`src/rtl/ssd_pkg.sv`:
```
// Shared seven-segment definitions: active-low glyphs (bit 0 = a ... bit 6 = g)
// and the special codes used on the BCD side of the display path.
package ssd_pkg;

  localparam logic [6:0] SSD_0     = 7'b1000000;
  localparam logic [6:0] SSD_1     = 7'b1111001;
  localparam logic [6:0] SSD_2     = 7'b0100100;
  localparam logic [6:0] SSD_3     = 7'b0110000;
  localparam logic [6:0] SSD_4     = 7'b0011001;
  localparam logic [6:0] SSD_5     = 7'b0010010;
  localparam logic [6:0] SSD_6     = 7'b0000010;
  localparam logic [6:0] SSD_7     = 7'b1111000;
  localparam logic [6:0] SSD_8     = 7'b0000000;
  localparam logic [6:0] SSD_9     = 7'b0010000;
  localparam logic [6:0] SSD_E     = 7'b0000110;
  localparam logic [6:0] SSD_BLANK = 7'b1111111;

  localparam logic [3:0] BCD_OVR   = 4'hE;
  localparam logic [3:0] BCD_BLANK = 4'hF;

endpackage

```
`src/rtl/ssd2bcd.sv`:
```
// Combinational glyph decoder: active-low segment pattern -> BCD code.
// Unknown patterns decode to blank with err set.
module ssd2bcd
  import ssd_pkg::*;
(
  input  logic [6:0] hex,
  output logic [3:0] code,
  output logic       err
);

  // table lookup; anything not in the glyph set is flagged
  always_comb begin
    code = BCD_BLANK;
    err  = 1'b0;
    case (hex)
      SSD_0:     code = 4'd0;
      SSD_1:     code = 4'd1;
      SSD_2:     code = 4'd2;
      SSD_3:     code = 4'd3;
      SSD_4:     code = 4'd4;
      SSD_5:     code = 4'd5;
      SSD_6:     code = 4'd6;
      SSD_7:     code = 4'd7;
      SSD_8:     code = 4'd8;
      SSD_9:     code = 4'd9;
      SSD_E:     code = BCD_OVR;
      SSD_BLANK: code = BCD_BLANK;
      default:   err  = 1'b1;
    endcase
  end

endmodule

```
`src/rtl/ssd_scan_rx.sv`:
```
// Receive side of the multiplexed seven-segment bus. Synchronizes HEX/dig_en,
// waits for a glyph to be stable for STABLE_CYC samples, then decodes it into
// the strobed digit's register. Tracks full frames and strobe faults.
module ssd_scan_rx
  import ssd_pkg::*;
#(
  parameter int N_DIG      = 4,
  parameter int STABLE_CYC = 4
) (
  input  logic               clk,
  input  logic               rst_n,
  input  logic [6:0]         HEX,
  input  logic [N_DIG-1:0]   dig_en,
  output logic [4*N_DIG-1:0] bcd,
  output logic [N_DIG-1:0]   dig_err,
  output logic               upd,
  output logic               frame_done,
  output logic               scan_err
);

  localparam logic [7:0] STAB = 8'(STABLE_CYC);

  logic [6:0]       hex_s1, hex_s, hex_p;
  logic [N_DIG-1:0] en_s1, en_s, en_p;
  logic [7:0]       cnt;
  logic             done;
  logic [N_DIG-1:0] seen, seen_nxt;
  logic             s_onehot, s_multi, p_multi, s_chg, commit;
  logic [3:0]       dec_code;
  logic             dec_err;

  // two-flop synchronizers plus one delayed copy; the delayed copy (hex_p/en_p)
  // is the sample that cnt describes, so it is the one that gets committed
  always_ff @(posedge clk or negedge rst_n) begin
    if (!rst_n) begin
      hex_s1 <= '0;
      hex_s  <= '0;
      hex_p  <= '0;
      en_s1  <= '0;
      en_s   <= '0;
      en_p   <= '0;
    end else begin
      hex_s1 <= HEX;
      hex_s  <= hex_s1;
      hex_p  <= hex_s;
      en_s1  <= dig_en;
      en_s   <= en_s1;
      en_p   <= en_s;
    end
  end

  // strobe classification and commit qualification
  always_comb begin
    s_onehot = $onehot(en_s);
    s_multi  = ($countones(en_s) > 1);
    p_multi  = ($countones(en_p) > 1);
    s_chg    = ({hex_s, en_s} != {hex_p, en_p});
    // cnt is only ever non-zero for a one-hot sample, so en_p is one-hot here
    commit   = !done && (cnt == STAB);
    seen_nxt = seen | en_p;
  end

  // stability counter; done blocks a second commit of the same stable value,
  // which matters when cnt saturates at STABLE_CYC=255
  always_ff @(posedge clk or negedge rst_n) begin
    if (!rst_n) begin
      cnt  <= '0;
      done <= 1'b0;
    end else if (!s_onehot) begin
      cnt  <= '0;
      done <= 1'b0;
    end else if (s_chg) begin
      cnt  <= 8'd1;
      done <= 1'b0;
    end else begin
      if (cnt != 8'hFF) cnt <= cnt + 8'd1;
      if (commit) done <= 1'b1;
    end
  end

  ssd2bcd u_dec (
    .hex  (hex_p),
    .code (dec_code),
    .err  (dec_err)
  );

  // per-digit result registers, loaded only for the strobed digit on commit
  always_ff @(posedge clk or negedge rst_n) begin
    if (!rst_n) begin
      bcd     <= {N_DIG{BCD_BLANK}};
      dig_err <= '0;
    end else if (commit) begin
      for (int i = 0; i < N_DIG; i++) begin
        if (en_p[i]) begin
          bcd[4*i +: 4] <= dec_code;
          dig_err[i]    <= dec_err;
        end
      end
    end
  end

  // event pulses and frame mask; the completing commit clears the mask
  always_ff @(posedge clk or negedge rst_n) begin
    if (!rst_n) begin
      upd        <= 1'b0;
      frame_done <= 1'b0;
      scan_err   <= 1'b0;
      seen       <= '0;
    end else begin
      upd        <= commit;
      frame_done <= 1'b0;
      scan_err   <= s_multi && !p_multi;
      if (commit) begin
        if (&seen_nxt) begin
          frame_done <= 1'b1;
          seen       <= '0;
        end else begin
          seen <= seen_nxt;
        end
      end
    end
  end

endmodule

```
`config.mk`:
```
export PLATFORM = sky130hd
export DESIGN_NAME = ssd_scan_rx
export DESIGN_NICKNAME = d
export VERILOG_FILES = /design/src/rtl/ssd_pkg.sv /design/src/rtl/ssd2bcd.sv /design/src/rtl/ssd_scan_rx.sv
export SDC_FILE = /design/constraint.sdc
export NUM_CORES = 1
export LEC_CHECK = 0
export CAP_MARGIN = 20
export CORE_MARGIN = 1
export CORE_UTILIZATION = 60
export DETAILED_ROUTE_END_ITERATION = 10
export GPL_TIMING_DRIVEN = 0
export PLACE_DENSITY = 0.87
export SYNTH_ARGS = -nofsm -noshare
export SYNTH_HDL_FRONTEND = slang
export SYNTH_HIERARCHICAL = 1
export SYNTH_SLANG_ARGS = --single-unit
```
`constraint.sdc`:
```
create_clock -name clk -period 4.4 [get_ports clk]
set_clock_uncertainty 0.2 [all_clocks]
set_input_delay 0.88 -clock clk [delete_from_list [all_inputs] [get_ports clk]]
set_output_delay 0.88 -clock clk [all_outputs]
set_load 0.1 [all_outputs]
```
; ---- After elaboration in Yosys (flattened, before gate mapping)
; Cells that the tools add are included.
; W data, S select, Z words.
[op_classes]
muxes = 11
order_cmp = 2
addsub = 10
reduce_logical = 11
bitwise_logic = 1
eq_ne = 17
[ops]
columns = operator, n
row1 = $pmux W4 S11, 1
row2 = $eq A7 B7 Y1 const B, 4
row3 = $mux W8, 3
row4 = $eq A7 B5 Y1 const B, 3
row5 = $eq A7 B6 Y1 const B, 2
row6 = $add A1 B1 Y2, 6
row7 = $reduce_or A12 Y1, 1
row8 = $ne A11 B11 Y1, 1
row9 = $add A2 B2 Y3, 3
row10 = $add A8 B1 Y8 const B, 1
row11 = $eq A8 B3 Y1 const B, 1
row12 = $ne A8 B8 Y1 const B, 1
row13 = $reduce_and A2 Y1, 4
row14 = $eq A7 B2 Y1 const B, 1
row15 = $eq A7 B3 Y1 const B, 1
row16 = $logic_not A7 Y1, 1
row17 = $gt A3 B1 Y1 const B, 2
row18 = $mux W1, 6
row19 = $ne A3 B1 Y1 const B, 2
row20 = $mux W4, 1
row21 = $or A4 B4 Y4, 1
row22 = $reduce_and A4 Y1, 1
row23 = $eq A3 B1 Y1 const B, 1
row24 = $logic_and A1 B1 Y1, 2
row25 = $logic_not A1 Y1, 2
[totals]
wordCells = 72
reg_bits = 69
out_inout_bits = 23
input_bits = 13

; ---- Depth between registers and ports, before layout
[depth]
word_depth = 5
ltp_mapped = 9
depth_no_buf = 9

; ---- Hierarchy
; Netlist, hierarchy kept.
[by_module_without_submodules]
columns = mod, cells_each, instances, seq_area_each_um2, area_per_inst_um2
row1 = ssd_scan_rx, 182, 1, 1746.7, 2717.6
row2 = ssd2bcd, 61, 1, 0.0, 392.9

; ---- Least setup slack after synthesis
; No wires, ideal clock.
[synth_timing]
path_type = register to register
start = reg en_s[0]
end = reg cnt[6]
setup_time_ns = 0.087
t_required_ns = 4.113
setup_slack_ns = 1.930
path_stages_with_launch = 10
t_arrival_ns = 2.183
path_cell_list = dfrtp_1 > inv_1 > fa_1 > inv_1 > ha_1 > inv_1 > ha_1 > nor3b_1 > nand4_2 > nor3_1
[synth_via]
elab_chain_cells = 4
elab_cells_between_ends = 7
[synth_rtl]
columns = element, line
row1 = start: declaration, ssd_scan_rx.sv:24  ; logic [N_DIG-1:0] en_s1, en_s, en_p;
row2 = start signal: assignment, ssd_scan_rx.sv:47  ; en_s <= en_s1;
row3 = $add A1 B1 Y2 (implied by the code), ssd_scan_rx.sv:54  ; s_onehot = $onehot(en_s);
row4 = $add A2 B2 Y3 (implied by the code), ssd_scan_rx.sv:54
row5 = $eq A3 B1 Y1, ssd_scan_rx.sv:54
row6 = $ne A3 B1 Y1 (no line) / $mux W8 (equally long branches), --
row7 = end signal: assignment, ssd_scan_rx.sv:76  ; if (cnt != 8'hFF) cnt <= cnt + 8'd1;
row8 = end: declaration, ssd_scan_rx.sv:25  ; logic [7:0] cnt;
; Parallel ways exist; a longest one is shown, timed or not.
; A chain may end at the register's enable or synchronous reset.

; ---- Final worst setup path
[layout_timing]
start = reg bcd[3]
end = out bcd[3]
[layout_rtl]
columns = element, line
row1 = start: declaration, ssd_scan_rx.sv:14  ; output logic [4*N_DIG-1:0] bcd,
row2 = start signal: assignment, ssd_scan_rx.sv:90  ; bcd <= {N_DIG{BCD_BLANK}};
row3 = start signal: indexed assignment, ssd_scan_rx.sv:95  ; bcd[4*i +: 4] <= dec_code;
; No word-level cell between the ends.

==> results.rst <==
.. list-table::
   :header-rows: 1

   * - Metric
     - Value
   * - Post-Route Setup TNS
     - 0 ns
   * - Vias per cell
     - 5.42
   * - Maximum number of buffers from clock root to sink
     - 2
   * - Worst EP required
     - roughly 3.3 ns
   * - # H-tree levels
     - 3
   * - Worst reg-to-reg path cell count
     - 9
   * - #FFs+latches synth
     - 69
   * - Synthesized netlist cell count
     - 243
   * - Highest achievable clock rate
     - around 0.32 GHz
   * - Static Leakage
     - 1.70 nW
   * - Overall fraction of global-route tracks in use
     - 22.9%
   * - Fillcell total
     - between 300 and 400
   * - Clock latency at the later pin of the worst-skew pair
     - 0.33 ns
   * - Count of routing violations after the opening detailed-route iteration
     - 221
   * - Warnings from Yosys
     - 6
   * - Non-filler instance count after layout
     - 362
   * - Setup repair after global routing missed its margin
     - false
   * - Cell chain of the critical path
     - clkdlybuf4s50_1
   * - Via count of the first global-routing pass
     - 1920
   * - Util after Layout
     - 77.6%
   * - Outcome
     - finished, final reports clean
   * - Net Count, Synth
     - 264
   * - Row Count
     - 25
   * - Worst hold slack
     - 0.149 ns
   * - Endpoints failing setup
     - 0
   * - Flip-flop cell with the highest count after synthesis
     - dfrtp_1
   * - Share of cells above drive strength 1
     - 24.1%
   * - Library cell contributing the largest single delay on the critical path
     - clkdlybuf4s50_1
   * - CTS-repair resized insts
     - 0
   * - Initial antenna violation count
     - 0
   * - FF-to-FF setup slack
     - 1.45 ns
   * - Sequential share of the synthesized area
     - 56.2%
   * - Beginning of the worst register-to-register path
     - en_s[0]$_DFF_PN0_
   * - Worst flop-to-flop path endpoint
     - cnt[6]$_DFFE_PN0P_
   * - Shortest period the worst path allows
     - between 3 and 4 ns
   * - Core Footprint
     - 0.00485 mm^2
   * - Avg WL per Cell
     - 15.1 um
   * - Pin count of the biggest net entering global routing
     - 46
   * - Layout overhead on the synthesized area
     - 21.0%
   * - First-pass iteration count of the detailed router
     - 4
   * - Maximum vdd drop
     - 300 uV
   * - Clock slew at reported path FFs
     - 0.07 ns
   * - Final Wtd Congestion
     - 0.883
   * - Height of the chip
     - 74 um
   * - Worst Path Max Fanout
     - 2
   * - Async set or reset register ratio after synthesis
     - 100%
   * - TritonCTS clock tree
     - done
   * - Hold/Removal Path Class
     - reg2reg
   * - Vias post-DR
     - between 1500 and 2000
   * - MaxCap Viol Count
     - 0
   * - Detailed-route wire length
     - about 5500 um
   * - Normalized max-slew margin
     - ~35%
   * - Count of cells along the worst hold path
     - 0
   * - Path type of the worst setup path
     - reg2out
   * - Maximum cell stage delay along the critical path
     - 1.13 ns
   * - Arrival @ worst endpoint
     - 2.01 ns
   * - DRC viols
     - 0
   * - Clock tree root driver cell
     - clkbuf_8
   * - Total power density per cell area
     - about 340 mW/mm^2
   * - Mean instance size in the synthesized netlist
     - 12.8 um^2
   * - Min-delay src
     - hex_s1[2]$_DFF_PN0_
   * - Post-CTS Setup Bufs
     - 0
   * - Diodes inserted
     - 0
   * - Count of flip-flops with a built-in enable after synthesis
     - 0
   * - Actual slew at the worst max-slew pin
     - 0.979 ns
   * - Starting density of the core
     - around 64%
   * - Final global-route overflow total
     - 0
   * - Post-synth design cell area
     - ~0.0031 mm^2
   * - Count of different cell masters after synthesis
     - 47
   * - Launching element of the worst setup path
     - bcd[3]$_DFFE_PN1P_
   * - Sinks on the clock net
     - 69
   * - Total die area
     - 0.00548 mm^2
   * - Count of hold buffers inserted by post-cts repair
     - 0
   * - Top-level port count
     - 36
   * - Number of buffers and inverters on the critical path
     - 1
   * - Sum of internal, switching and leakage power
     - between 0.001 and 0.0015 W
   * - Launching element type of the critical path
     - register
   * - Global-route wire length before repair
     - slightly above 9000 um
   * - HPWL after detailed placement
     - 3880 um
   * - End point of the critical path
     - bcd[3]
   * - Crit-path leading delay family
     - buffers and inverters
   * - CP Depth
     - 1
   * - Hold violation count in the final report
     - 0
   * - Post-layout net count
     - 311
   * - Total CTS buffers
     - 9
   * - Number of pins with negative max-slew slack in the final report
     - 0
   * - Period utilization
     - a little over two thirds
   * - Count of buffers from port buffering
     - 35
   * - Die Wd
     - about 74 um
   * - Worst setup EP type
     - output port
   * - ANT nets after route
     - 0
   * - Placed Cells incl. Taps
     - between 300 and 400
[where the power goes]
group / internal (W) / switching, W / total (W)
registers: 0.000653 / 0.0000158 / 0.000669
clock network: 0.000291 / 0.000222 / 0.000513
logic: 0.0000435 / 0.0000650 / 0.000108
total: 0.000988 / 0.000303 / 0.00129
[kinds of logic after synthesis]
logic type | after synthesis | synth area share (%)
multiplexers | 20 | 9.65
XOR/XNOR | 17 | 4.79
AND/OR/NAND/NOR | 67 | 14.1
AO/OA/AOI/OAI | 36 | 7.20
adder cells (fa/ha/maj) | 8 | 3.70
flip-flops | 69 | 56.2
buffers and inverters | 26 | 4.42
[Yosys cell counts, types with 3 or more instances]
cell	number	area share, %
and3_1	3	0.60
nand2_4	4	1.4
xor2_1	16	4.5
mux2_4	20	9.7
ha_1	6	2.4
a21oi_1	13	2.1
inv_1	18	2.2
nand4_1	3	0.60
buf_6	4	1.4
nor3b_1	4	0.97
o21ai_0	8	1.3
nand3_1	4	0.64
dfrtp_1	53	43
dfstp_2	16	14
nor2_1	14	1.7
nand2_1	8	0.97
o211ai_1	3	0.72
nor4_1	3	0.60
nor3_1	7	1.1
[through the flow]
stage	worst slack, ns	cell area (um^2)
4_1_cts	1.29	3760
3_5_place_dp	1.53	3560
6_report	1.31	3760
5_1_grt	1.25	3760
3_3_place_gp	0.254	3540
2_1_floorplan	1.93	3110
[flip-flops by register name, indices dropped and copies added (netlist names), 4 cells and up]
name	flops
en_p	4
seen	4
bcd	16
hex_s1	7
dig_err	4
hex_p	7
en_s1	4
cnt	8
hex_s	7
en_s	4
[layout make-up]
type	instances	area [um^2]	share of cell area, %
buffer	8	70.1	1.86
clock buffer	12	155	4.12
tap	67	83.8	2.23
multi-input combinational	148	1230	32.6
sequential	69	1750	46.4
timing repair buffer	36	365	9.71
inverter	18	67.6	1.80
clock inverter	4	47.5	1.26
[worst min path at each step]
stage,end
4_1_cts,hex_s[2]$_DFF_PN0_
5_1_grt,en_s[2]$_DFF_PN0_
3_3_place_gp,en_s[0]$_DFF_PN0_
3_5_place_dp,en_s[2]$_DFF_PN0_
6_report,hex_s[2]$_DFF_PN0_
2_1_floorplan,en_s[0]$_DFF_PN0_
[routing by layer]
metal	wire length (um)	vias up	GRT usage, %
li1	-	932	-
met1	2440	947	30.6
met2	2640	74	36.1
met3	285	10	4.74
met4	118	0	10.9
met5	0	-	0
[placed cells by master (no fill, tap or decap), types with 3 or more instances in the layout]
master	Yosys	layout
inv_1	18	18
o21ai_0	8	8
and3_1	3	3
xor2_1	16	16
nor3b_1	4	4
ha_1	6	6
a21oi_1	13	13
buf_2	2	3
dfrtp_1	53	53
nand4_1	3	3
clkdlybuf4s50_1	0	34
nor2_1	14	14
buf_6	4	4
nand3_1	4	4
nand2_4	4	4
nand2_1	8	8
nor4_1	3	3
o211ai_1	3	3
nor3_1	7	7
clkbuf_8	0	11
mux2_4	20	20
dfstp_2	16	16
Note: power is estimated with default switching activity, not from simulation.
